## src/rtl/qos_arb_tree.sv

```systemverilog
// qos_arb_tree: pipelined max-QoS arbiter, one register level per tree level.
// Ports: clk, rst_n (sync, active-high), s_valid/s_qos requests in,
//        grant_valid/grant_ready handshake, grant_idx/qos/onehot, busy.
module qos_arb_tree #(
    parameter int T_QOS__WIDTH = 4,
    parameter int STREAM_COUNT = 4
) (
    input  logic                                   clk,
    input  logic                                   rst_n,
    input  logic [STREAM_COUNT-1:0]                s_valid,
    input  logic [STREAM_COUNT*T_QOS__WIDTH-1:0]   s_qos,
    input  logic                                   grant_ready,
    output logic                                   grant_valid,
    output logic [$clog2(STREAM_COUNT):0]          grant_idx,
    output logic [T_QOS__WIDTH-1:0]                grant_qos,
    output logic [STREAM_COUNT-1:0]                grant_onehot,
    output logic                                   busy
);
    localparam int W      = T_QOS__WIDTH;
    localparam int N      = STREAM_COUNT;
    localparam int L      = $clog2(N);
    localparam int IW     = L + 1;
    localparam int LEAVES = 2 ** L;
    localparam int NODES  = 2 * LEAVES;

    localparam logic [1:0] IDLE  = 2'd0;
    localparam logic [1:0] CALC  = 2'd1;
    localparam logic [1:0] GRANT = 2'd2;

    localparam logic [IW-1:0] NONE = IW'(N);

    logic [1:0]    state_q, state_d;
    logic [IW-1:0] cnt_q, cnt_d;
    logic [IW-1:0] rr_ptr_q, rr_ptr_d;
    logic [IW-1:0] gidx_q, gidx_d;
    logic [W-1:0]  gqos_q, gqos_d;

    // Heap-ordered tree: node 1 is the root (held in gidx/gqos),
    // nodes 2..LEAVES-1 are internal, LEAVES..NODES-1 are the snapshot.
    logic          nv_q [2:NODES-1];
    logic          nv_d [2:NODES-1];
    logic [W-1:0]  nq_q [2:NODES-1];
    logic [W-1:0]  nq_d [2:NODES-1];
    logic [IW-1:0] ni_q [2:NODES-1];
    logic [IW-1:0] ni_d [2:NODES-1];
    logic [IW-1:0] nr_q [2:NODES-1];
    logic [IW-1:0] nr_d [2:NODES-1];

    logic [LEAVES-1:0]   pv;
    logic [LEAVES*W-1:0] pq;
    logic                snap;
    logic                node_sel;
    logic                root_sel;
    logic [IW-1:0]       root_idx;
    logic [W-1:0]        root_qos;
    logic [IW-1:0]       sidx;

    // Padded leaves (N not a power of two) see valid=0.
    assign pv   = LEAVES'(s_valid);
    assign pq   = (LEAVES*W)'(s_qos);
    assign snap = (state_q == IDLE) && (|s_valid);

    function automatic logic a_wins(
        input logic av, input logic [W-1:0] aq, input logic [IW-1:0] ar,
        input logic bv, input logic [W-1:0] bq, input logic [IW-1:0] br
    );
        if (!av) return 1'b0;
        if (!bv) return 1'b1;
        if (aq != bq) return aq > bq;
        return ar < br;
    endfunction

    always_comb begin
        node_sel = 1'b0;
        sidx     = '0;
        for (int i = LEAVES; i < NODES; i++) begin
            nv_d[i] = nv_q[i];
            nq_d[i] = nq_q[i];
            ni_d[i] = ni_q[i];
            nr_d[i] = nr_q[i];
            if (snap) begin
                sidx    = IW'(i - LEAVES);
                nv_d[i] = pv[i-LEAVES];
                nq_d[i] = pv[i-LEAVES] ? pq[(i-LEAVES)*W +: W] : '0;
                ni_d[i] = pv[i-LEAVES] ? sidx : NONE;
                // Distance from rr_ptr, wrapped modulo N.
                nr_d[i] = (sidx >= rr_ptr_q) ? sidx - rr_ptr_q
                                             : sidx - rr_ptr_q + NONE;
            end
        end
        for (int i = 2; i < LEAVES; i++) begin
            node_sel = a_wins(nv_q[2*i], nq_q[2*i], nr_q[2*i],
                              nv_q[2*i+1], nq_q[2*i+1], nr_q[2*i+1]);
            nv_d[i] = nv_q[2*i] | nv_q[2*i+1];
            ni_d[i] = NONE;
            nq_d[i] = '0;
            nr_d[i] = '0;
            if (nv_d[i]) begin
                ni_d[i] = node_sel ? ni_q[2*i] : ni_q[2*i+1];
                nq_d[i] = node_sel ? nq_q[2*i] : nq_q[2*i+1];
                nr_d[i] = node_sel ? nr_q[2*i] : nr_q[2*i+1];
            end
        end
    end

    always_comb begin
        root_sel = a_wins(nv_q[2], nq_q[2], nr_q[2],
                          nv_q[3], nq_q[3], nr_q[3]);
        root_idx = NONE;
        root_qos = '0;
        if (nv_q[2] | nv_q[3]) begin
            root_idx = root_sel ? ni_q[2] : ni_q[3];
            root_qos = root_sel ? nq_q[2] : nq_q[3];
        end
    end

    always_comb begin
        state_d  = state_q;
        cnt_d    = cnt_q;
        rr_ptr_d = rr_ptr_q;
        gidx_d   = gidx_q;
        gqos_d   = gqos_q;
        unique case (state_q)
            IDLE: begin
                if (|s_valid) begin
                    state_d = CALC;
                    cnt_d   = '0;
                end
            end
            CALC: begin
                // Root inputs are settled in the last CALC cycle.
                if (cnt_q == IW'(L - 1)) begin
                    state_d = GRANT;
                    gidx_d  = root_idx;
                    gqos_d  = root_qos;
                end else begin
                    cnt_d = cnt_q + IW'(1);
                end
            end
            GRANT: begin
                if (grant_ready) begin
                    state_d  = IDLE;
                    rr_ptr_d = (gidx_q == IW'(N - 1)) ? '0 : gidx_q + IW'(1);
                end
            end
            default: state_d = IDLE;
        endcase
    end

    always_ff @(posedge clk) begin
        if (rst_n) begin
            state_q  <= IDLE;
            cnt_q    <= '0;
            rr_ptr_q <= '0;
            gidx_q   <= NONE;
            gqos_q   <= '0;
            for (int i = 2; i < NODES; i++) begin
                nv_q[i] <= 1'b0;
                nq_q[i] <= '0;
                ni_q[i] <= NONE;
                nr_q[i] <= '0;
            end
        end else begin
            state_q  <= state_d;
            cnt_q    <= cnt_d;
            rr_ptr_q <= rr_ptr_d;
            gidx_q   <= gidx_d;
            gqos_q   <= gqos_d;
            for (int i = 2; i < NODES; i++) begin
                nv_q[i] <= nv_d[i];
                nq_q[i] <= nq_d[i];
                ni_q[i] <= ni_d[i];
                nr_q[i] <= nr_d[i];
            end
        end
    end

    always_comb begin
        grant_onehot = '0;
        for (int i = 0; i < N; i++) begin
            if (gidx_q == IW'(i)) grant_onehot[i] = 1'b1;
        end
    end

    assign grant_valid = (state_q == GRANT);
    assign grant_idx   = gidx_q;
    assign grant_qos   = gqos_q;
    assign busy        = (state_q != IDLE);

endmodule

```

## config.mk

```make
export PLATFORM = sky130hd
export DESIGN_NAME = qos_arb_tree
export DESIGN_NICKNAME = d
export VERILOG_FILES = /design/src/rtl/qos_arb_tree.sv
export SDC_FILE = /design/constraint.sdc
export NUM_CORES = 1
export LEC_CHECK = 0
export BUFFER_PORTS_ARGS = -buffer_cell sky130_fd_sc_hd__buf_2
export CORE_MARGIN = 4
export CORE_UTILIZATION = 40
export DETAILED_ROUTE_END_ITERATION = 8
export HOLD_SLACK_MARGIN = 0.05
export PLACE_DENSITY = 0.58
export REMOVE_ABC_BUFFERS = 1
export SETUP_SLACK_MARGIN = 0.15
export SYNTH_ARGS = -nofsm -noshare
export SYNTH_HDL_FRONTEND = slang
export SYNTH_SLANG_ARGS = --single-unit
export TNS_END_PERCENT = 5
```

## constraint.sdc

```tcl
create_clock -name clk -period 3.88 [get_ports clk]
set_input_delay 0.388 -clock clk [delete_from_list [all_inputs] [get_ports clk]]
set_output_delay 0.388 -clock clk [all_outputs]
set_load 0.005 [all_outputs]
```

==> metrics.yaml, run 1 <==
cts_tree: "yes"
leakagePower_uw: 0.001434
async_flop_share_pct: 0
num-nets-final: 473
finalClockSkew_ns: 0.006819
total_power_uw: 1525
place.port_buffers: 35
yosys.area.top_type: "dfxtp_1"
drv_cap: 0
die_area_um2: 9877
required_ns: 4.10
grt_max_degree: 43
dieWidth_um: 99.39
outcome: "complete, no violations"
syn_inst: 393
drc: 0
synth_fa_ha_area_share_pct: 10.49
yosys.area_share.simple_pct: 19.74
finalHoldViolCount: 0
hold_buffers: 0
synthToLayoutAreaGrowth_pct: 12.02
htree_levels: 3
crit_type: "flip-flop to flip-flop"
insertion_delay_ns: 0.34
yosysMostFrequentCell: "dfxtp_1"
synthTopCellsByArea: "dfxtp_1 42%, ha_1 10%, a21oi_1 7.3%"
synth_compound_area_share_pct: 20.97
ys_types: 39
synth.avg_cell_area_um2: 8.501
ys_seq_elements: 70
hold_class: "primary input to flip-flop"
crit_fanout: 8
setup_viol: 0
dr_total_vias: 2734
gp_congestion: 0.7843
synth_edf_count: 0
synth.area.mux_share_pct: 0
power_density_nw_per_um2: 407.4
diodes: 0
grt_overflow: 0
coreArea_um2: 8175
start_util_pct: 40.86
antenna_left: 0
clock_sinks: 70
clkSlewWorstSetupHoldPaths_ns: 0.07
rows: 33
ir_drop_mv: 0.2179
grt_usage_pct: 15.70
synth_top_area_share_pct: 41.95
synth_common_cells: "70 x dfxtp_1, 49 x a21oi_1, 43 x nand2_1"
dr.pass1.iters: 4
seq_area_frac_synth_pct: 41.95
boundaryPins: 36
min_period_ns: 2.038
hpwl_mm: 5.408
grt_pass1_vias: 2562
netlist_area_um2: 3341
wl_per_cell_um: 14.13
cts.repair_timing.setup_buffer_count: 0
viasPerCell: 5.139
wl_mm: 7.518
rsz0062_at_grt: "false"
worst_ep_arrival_time_ns: 2.26
fin_crit_sh_pct: 52.54
antenna_found_initial: 0
grt_pass1_wl_mm: 12.37
die_h_um: 99.39
drive_gt1_share_pct: 14.52
cts-root-buf: "clkbuf_8"
cts_resized: 0
clock_path_buffers: 2
slew_violations: 0
relSlewSlack_pct: 28.74
worst_pin_slew_ns: 1.069
synthXorXnorAreaFrac_pct: 0.7865
end_kind: "flip-flop"
fmax_mhz: 490.6
ys.flop_type: "dfxtp_1"
synth_warnings: 0
cts_inserted_buffers: 9
drt_iter0_markers: 136
setup_tns_ns: 0
synth_top_family_by_area: "compound AO/OA/AOI/OAI gates"
startpoint_type: "flip-flop"
==> kinds of logic (layout without fill, tap and decap cells) <==
logic type / Yosys count / count (layout)
AO/OA/AOI/OAI: 107 / 107
AND/OR/NAND/NOR: 135 / 135
adder cells (fa/ha/maj): 28 / 28
flip-flops: 70 / 70
buffers and inverters: 50 / 84
XOR/XNOR: 3 / 3
==> critical path, stage by stage (launching register included) <==
cell and delay [ns]:
dfxtp_1 0.36, inv_1 0.05, ha_1 0.28, and4_1 0.23, nor2_1 0.06, a22oi_1 0.54
o21ai_0 0.18, a21o_1 0.21
==> per-stage QoR <==
step | std cells | area (um^2) | hold slack (ns) | worst slack [ns] | util, %
after CTS | 532 | 3742 | 0.2398 | 1.830 | 45.78
after global routing | 532 | 3742 | 0.2437 | 1.640 | 45.78
after floorplan | 374 | 3254 | 0.4371 | 1.915 | -
final | 532 | 3742 | 0.2575 | 1.842 | 45.78
after global placement | 516 | 3576 | 0.4445 | 1.741 | 43.74
after detailed placement | 516 | 3576 | 0.4488 | 1.683 | 43.74
==> registers in the layout, indices dropped and copies added, names as in the netlist <==
| register | cells |
|---|---|
| nq_q | 24 |
| nr_q | 16 |
| ni_q | 12 |
| grant_qos | 4 |
| cnt_q | 3 |
| grant_idx | 3 |
| nv_q | 3 |
| rr_ptr_q | 3 |
| state_q | 2 |
==> report_power, final <==
| part | switching, uW | internal [uW] | leakage, uW |
|---|---|---|---|
| sequential | 36.0 | 755 | 0.000571 |
| clock | 258 | 244 | 0.0000926 |
| combinational | 152 | 79.1 | 0.000770 |
==> layout by cell type, fill, tap and decap left out <==
| master | instances |
|---|---|
| o21ai_0 | 8 |
| a22oi_1 | 2 |
| and4_1 | 2 |
| nor3_4 | 1 |
| a21o_1 | 4 |
| nor3_1 | 6 |
| nand3_1 | 29 |
| clkinv_1 | 2 |
| o31ai_2 | 1 |
| nor2_1 | 26 |
| or3b_1 | 1 |
| clkinv_2 | 5 |
| nor3b_2 | 1 |
| a31oi_1 | 3 |
| nor2b_1 | 9 |
| o211ai_1 | 19 |
| o211ai_2 | 5 |
| nand3b_1 | 3 |
| clkbuf_8 | 10 |
| nand2b_1 | 8 |
| a21oi_1 | 49 |
| clkbuf_1 | 1 |
| o21a_1 | 4 |
| or2_2 | 1 |
| a211oi_1 | 2 |
| nor2_2 | 1 |
| a221o_1 | 2 |
| ha_1 | 28 |
| nor4_1 | 1 |
| o31ai_1 | 3 |
| buf_4 | 2 |
| inv_1 | 29 |
| o2111a_1 | 1 |
| a22o_1 | 4 |
| nor3b_1 | 3 |
| dfxtp_1 | 70 |
| buf_2 | 35 |
| nand2_1 | 43 |
| xnor2_1 | 3 |
==> path summary, 6_finish.rpt <==
check / slack [ns] / start / to / cells past startpoint
setup / recovery: 1.84 / nq_q[7][1]$_SDFFE_PP0P_ / ni_q[3][2]$_SDFF_PP1_ / 7
hold / removal: 0.26 / s_qos[4] / nq_q[5][0]$_SDFFE_PP0P_ / 2
setup reg to reg: 1.84 / nq_q[7][1]$_SDFFE_PP0P_ / ni_q[3][2]$_SDFF_PP1_ / 7
hold reg to reg: 0.46 / grant_qos[1]$_SDFFE_PP0P_ / grant_qos[1]$_SDFFE_PP0P_ / 2
==> per-layer routing <==
layer / GRT usage (%) / up-vias / share of wire [%]
met5: 0 / - / 0
met4: 3.466 / 0 / 0.45
met3: 4.558 / 5 / 5.8
met2: 24.38 / 55 / 45
met1: 21.71 / 1246 / 48
li1: - / 1428 / -
==> cell type report <==
cell class,instances,area (um^2)
Clock buffer,11,141.4
Clock inverter,5,25.02
Fill cell,817,4433
Inverter,31,116.4
Multi-Input combinational cell,273,1737
Sequential cell,70,1401
Tap cell,105,131.4
Timing Repair Buffer,37,190.2
(Power assumes the default switching activity.)
==> inputs of run 2 (changes only) <==
--- a/config.mk
+++ b/config.mk
@@ -5,6 +5,7 @@
 export SDC_FILE = /design/constraint.sdc
 export NUM_CORES = 1
 export LEC_CHECK = 0
+export ABC_AREA = 1
 export BUFFER_PORTS_ARGS = -buffer_cell sky130_fd_sc_hd__buf_2
 export CORE_MARGIN = 4
 export CORE_UTILIZATION = 40
==> constraint.sdc (replaced) <==
create_clock -name clk -period 1.9 [get_ports clk]
set_input_delay 0.19 -clock clk [delete_from_list [all_inputs] [get_ports clk]]
set_output_delay 0.19 -clock clk [all_outputs]
set_load 0.005 [all_outputs]
==> run 2 against run 1 <==
- area after synthesis is 1.2% lower
- sequential power is 110% higher
- power is 120% higher
- worst hold slack worse by 0.20 ns
- largest power group unchanged
==> metrics.yaml, run 2 <==
yosys.area.top_type: "dfxtp_1"
drt_iter0_markers: 144
power_density_nw_per_um2: 896.0
syn_inst: 399
drive_gt1_share_pct: 20.44
slew_violations: 0
coreArea_um2: 7888
largest_register_ffs: 24
grt_pass1_wl_mm: 11.90
synth_warnings: 0
boundaryPins: 36
final_common_cell: "dfxtp_1"
gp_congestion: 0.8475
leakagePower_uw: 0.001669
setup_tns_ns: 0
antenna_found_initial: 0
cts_inserted_buffers: 9
grt_pass1_vias: 2470
synthToLayoutAreaGrowth_pct: 14.71
yosysMostFrequentCell: "dfxtp_1"
drv_cap: 0
dr.pass1.iters: 5
setup_viol: 0
async_flop_share_pct: 0
finalClockSkew_ns: 0.006104
cp_top_family: "simple AND/OR/NAND/NOR gates"
die_area_um2: 9769
met1_usage_pct: 20.61
clock_path_buffers: 2
rows: 32
num-nets-final: 497
outcome: "complete, no violations"
fmax_mhz: 620.9
end_kind: "flip-flop"
fin_crit_sh_pct: 84.76
gr-usage-met2_pct: 23.50
reg.largest.list: "nq_q (24), nr_q (16), ni_q (12)"
total_power_uw: 3392
ys.flop_type: "dfxtp_1"
clock_sinks: 70
startpoint_type: "flip-flop"
dieWidth_um: 98.84
finalHoldViolCount: 0
seq_area_frac_synth_pct: 42.46
grt_max_degree: 20
relSlewSlack_pct: 69.65
dr_total_vias: 2696
cts-root-buf: "clkbuf_8"
cts_tree: "yes"
min_period_ns: 1.610
wl_mm: 7.249
diodes: 0
crit_type: "flip-flop to flip-flop"
htree_levels: 3
die_h_um: 98.84
start_util_pct: 41.85
busiest_layer: "met2"
crit_slowest_cell: "dfxtp_1"
insertion_delay_ns: 0.34
drc: 0
ir_drop_mv: 0.4888
slowest_delay_ns: 0.34
antenna_left: 0
viasPerCell: 4.884
synth_top_area_share_pct: 42.46
crit_fanout: 10
worst_ep_arrival_time_ns: 1.83
worst_pin_slew_ns: 0.4528
ys_seq_elements: 70
synth_common_cells: "70 x dfxtp_1, 63 x inv_1, 49 x nand2_1"
hpwl_mm: 5.463
wl_per_cell_um: 13.13
synth_edf_count: 0
cp_common_cell: "nand3_1"
met3_usage_pct: 4.671
rsz0062_at_grt: "true"
crit_buf_inv: 1
grt_overflow: 0
netlist_area_um2: 3301
synthTopCellsByArea: "dfxtp_1 42%, ha_1 11%, inv_1 7.2%"
hold_class: "primary input to flip-flop"
grt_usage_pct: 15.31
ys_types: 40
regMostFlops: "nq_q"
clkSlewWorstSetupHoldPaths_ns: 0.07
required_ns: 2.12
place.port_buffers: 35
rrSetupSlack_ns: 0.29
final_cell_mix: "70 x dfxtp_1, 63 x inv_1, 48 x nand2_1"
crit_chain: "inv_1, ha_1, nand2_1, nor2_1, nand3_1, nand3_1, nand2_2, a21oi_1, o21ai_0"
synth.avg_cell_area_um2: 8.272
run 2: cells by family (layout without fill, tap and decap cells):
family	Yosys count	after routing	share of synthesized area, %
xor+xnor	2	2	0.5308
simple gates	134	135	18.92
flops	70	70	42.46
fa+ha+maj	28	28	10.61
buf+inv	78	128	10.31
compound gates	87	87	17.17
run 2: worst register-to-register path, stage by stage (launching register included):
cell and delay, ns:
dfxtp_1 0.34, inv_1 0.08, ha_1 0.30, nand2_1 0.06, nor2_1 0.15, nand3_1 0.09, nand3_1 0.10, nand2_2 0.13
a21oi_1 0.14, o21ai_0 0.11
run 2: timing repair:
item / CTS / global route
endpoints found under the hold margin: 3 / 0
hold buffers: 3 / 0
setup endpoints to repair: 0 / 15
gates resized for setup: 0 / 7
buffers inserted: 0 / 0
run 2: cell type report:
type                       count  area (um^2)
clock buffer                  14        162.7
multi-input combinational    252         1580
sequential                    70         1401
timing repair buffer          42        235.2
clock inverter                 1        5.005
inverter                      71        274.0
fill                         792         4101
tap                          102        127.6
run 2: worst paths after layout:
kind / startpoint / to / cells after the start
setup / recovery: nq_q[7][3]$_SDFFE_PP0P_ / ni_q[3][2]$_SDFF_PP1_ / 9
hold / removal: s_qos[9] / nq_q[6][1]$_SDFFE_PP0P_ / 2
setup reg to reg: nq_q[7][3]$_SDFFE_PP0P_ / ni_q[3][2]$_SDFF_PP1_ / 9
hold reg to reg: grant_qos[3]$_SDFFE_PP0P_ / grant_qos[3]$_SDFFE_PP0P_ / 2
run 2: per-stage QoR:
step	utilization, %	area, um^2	std cells	hold slack, ns	setup slack, ns
detailed placement	45.16	3562	533	0.4051	0.1798
global route	48.00	3786	552	0.05840	0.1289
global placement	45.16	3562	533	0.4019	0.1842
floorplan	-	3229	392	0.2591	0.4451
CTS	47.67	3760	551	0.05184	0.1599
finish	48.00	3786	552	0.06200	0.2895
run 2: metal layers:
layer	part of all wire, %	vias up
li1	-	1388
met1	49	1237
met2	44	62
met3	4.7	9
met4	1.8	0
met5	0	-
run 2: power by group:
part | switching [uW] | internal, uW
combinational | 422 | 245
sequential | 83.8 | 1580
clock | 526 | 538
==> inputs of run 3 (changes only) <==
==> constraint.sdc (replaced) <==
create_clock -name clk -period 1.6 [get_ports clk]
set_input_delay 0.16 -clock clk [delete_from_list [all_inputs] [get_ports clk]]
set_output_delay 0.16 -clock clk [all_outputs]
set_load 0.005 [all_outputs]
==> run 3 against run 2 <==
- non-clock buffer count is 29 higher
- largest power group unchanged
- highest routed layer unchanged
- sequential cell count unchanged
- critical endpoint is now nr_q[2][2]$_SDFF_PP0_
- critical path type unchanged
- maximum frequency grew 1.5%
- worst hold slack better by 0.019 ns
==> metrics.yaml, run 3 (synthesis gave the netlist of run 2 again) <==
outcome: "complete, no violations"
setup_viol: 0
coreArea_um2: 7888
reg.largest.list: "nq_q (24), nr_q (16), ni_q (12)"
clock_sinks: 70
gp_congestion: 0.7729
place.port_buffers: 35
final_core_util_pct: 56.25
dp.cells: 550
crit_type: "flip-flop to flip-flop"
leakagePower_uw: 0.001883
r2r.worst_path.cells: 10
hold_path_startpoint: "s_qos[3]"
grt_usage_pct: 16.94
highest_layer: "met4"
final_cell_mix: "49 x inv_1, 49 x dfxtp_1, 44 x nor2_1"
grt_max_degree: 19
fin_crit_sh_pct: 99.12
drc: 0
worst_ep_arrival_time_ns: 1.82
start_util_pct: 41.85
dr_total_vias: 2738
end_kind: "flip-flop"
relSlewSlack_pct: 66.74
dieWidth_um: 98.84
insertion_delay_ns: 0.34
rrSetupSlack_ns: 0.01
fmax_mhz: 630.5
cts-root-buf: "clkbuf_8"
rsz0062_at_grt: "true"
grt_pass1_vias: 2733
crit_fanout: 6
grt_overflow: 0
wl_met3_um: 330
clkSlewWorstSetupHoldPaths_ns: 0.07
drv_cap: 0
antenna_found_initial: 0
diodes: 0
slew_violations: 0
dr.pass1.iters: 4
die_h_um: 98.84
rows: 32
min_period_ns: 1.586
regArea_um2: 1428
multi_input_area_um2: 1858
wl_mm: 7.964
startpoint: "nq_q[5][2]$_SDFFE_PP0P_"
startpoint_type: "flip-flop"
clock_path_buffers: 2
hold_class: "primary input to flip-flop"
boundaryPins: 36
finalClockSkew_ns: 0.007630
ir_drop_mv: 0.5605
cts_inserted_buffers: 9
regMostFlops: "nq_q"
cts_tree: "yes"
total_power_uw: 4837
wl_met2_mm: 3.807
grt_pass1_wl_mm: 13.17
antenna_left: 0
crit_end: "nr_q[2][2]$_SDFF_PP0_"
wirelength_met1_mm: 3.761
power_density_nw_per_um2: 1090
drive_gt1_share_pct: 39.50
wl_per_cell_um: 13.66
instances_no_fill: 583
hpwl_mm: 5.743
die_area_um2: 9769
required_ns: 1.83
fillCellCount: 744
synthToLayoutAreaGrowth_pct: 34.42
drt_iter0_markers: 81
worst_pin_slew_ns: 0.4963
num-nets-final: 527
reg2reg_to: "nr_q[2][2]$_SDFF_PP0_"
largest_register_ffs: 24
crit-reg2reg-launch: "nq_q[5][2]$_SDFFE_PP0P_"
finalHoldViolCount: 0
viasPerCell: 4.696
htree_levels: 3
-- run 3: critical path: stages, from the launching register on --
cell     delay [ns]
dfxtp_2        0.34
inv_2          0.05
ha_4           0.27
nand2_4        0.05
nor2_4         0.12
nand3_1        0.09
nand3_2        0.10
nand2_4        0.09
buf_4          0.15
o21ai_0        0.13
nor2_1         0.07
-- run 3: worst min path at each step --
stage | end | depth (start not counted)
final | nq_q[4][3]$_SDFFE_PP0P_ | 2
after floorplan | cnt_q[1]$_SDFFE_PP0P_ | 1
after detailed placement | nq_q[5][3]$_SDFFE_PP0P_ | 3
after CTS | nq_q[4][1]$_SDFFE_PP0P_ | 2
after global routing | nq_q[4][1]$_SDFFE_PP0P_ | 2
after global placement | nq_q[5][3]$_SDFFE_PP0P_ | 3
-- run 3: cell type report --
class | instances | area share [%]
clock buffer | 11 | 3.187
clock inverter | 5 | 2.397
inverter | 71 | 6.289
multi-input combinational | 252 | 41.88
sequential | 70 | 32.18
tap | 102 | 2.876
timing repair buffer | 71 | 11.03
timing repair inverter | 1 | 0.1692
-- run 3: what timing repair did --
action                                  CTS  global route
resized for setup                        31            69
endpoints found under the setup margin   26            34
pin swaps                                14            24
buffers inserted                          4             3
hold buffers                              8             0
endpoints found under the hold margin     8             0
gates cloned                              1             1
-- run 3: report_power, final --
part | internal, uW | switching [uW]
combinational | 480 | 608
sequential | 1880 | 118
clock | 1080 | 669
-- run 3: through the flow --
| step | TNS (ns) | area (um^2) | setup slack (ns) | hold WS [ns] |
|---|---|---|---|---|
| after global placement | -1.055 | 3702 | -0.1327 | 0.3672 |
| after global routing | -0.6232 | 4437 | -0.05766 | 0.06116 |
| after CTS | 0 | 4189 | 0.007690 | 0.06981 |
| final | 0 | 4437 | 0.01404 | 0.08129 |
| after detailed placement | -1.200 | 3702 | -0.1478 | 0.3699 |
| after floorplan | 0 | 3229 | 0.1451 | 0.2291 |
-- run 3: routing by layer --
layer / global-route usage (%) / up-vias
met4: 4.727 / 0
met5: 0 / -
met1: 21.47 / 1226
met3: 4.954 / 8
met2: 28.00 / 57
li1: - / 1447
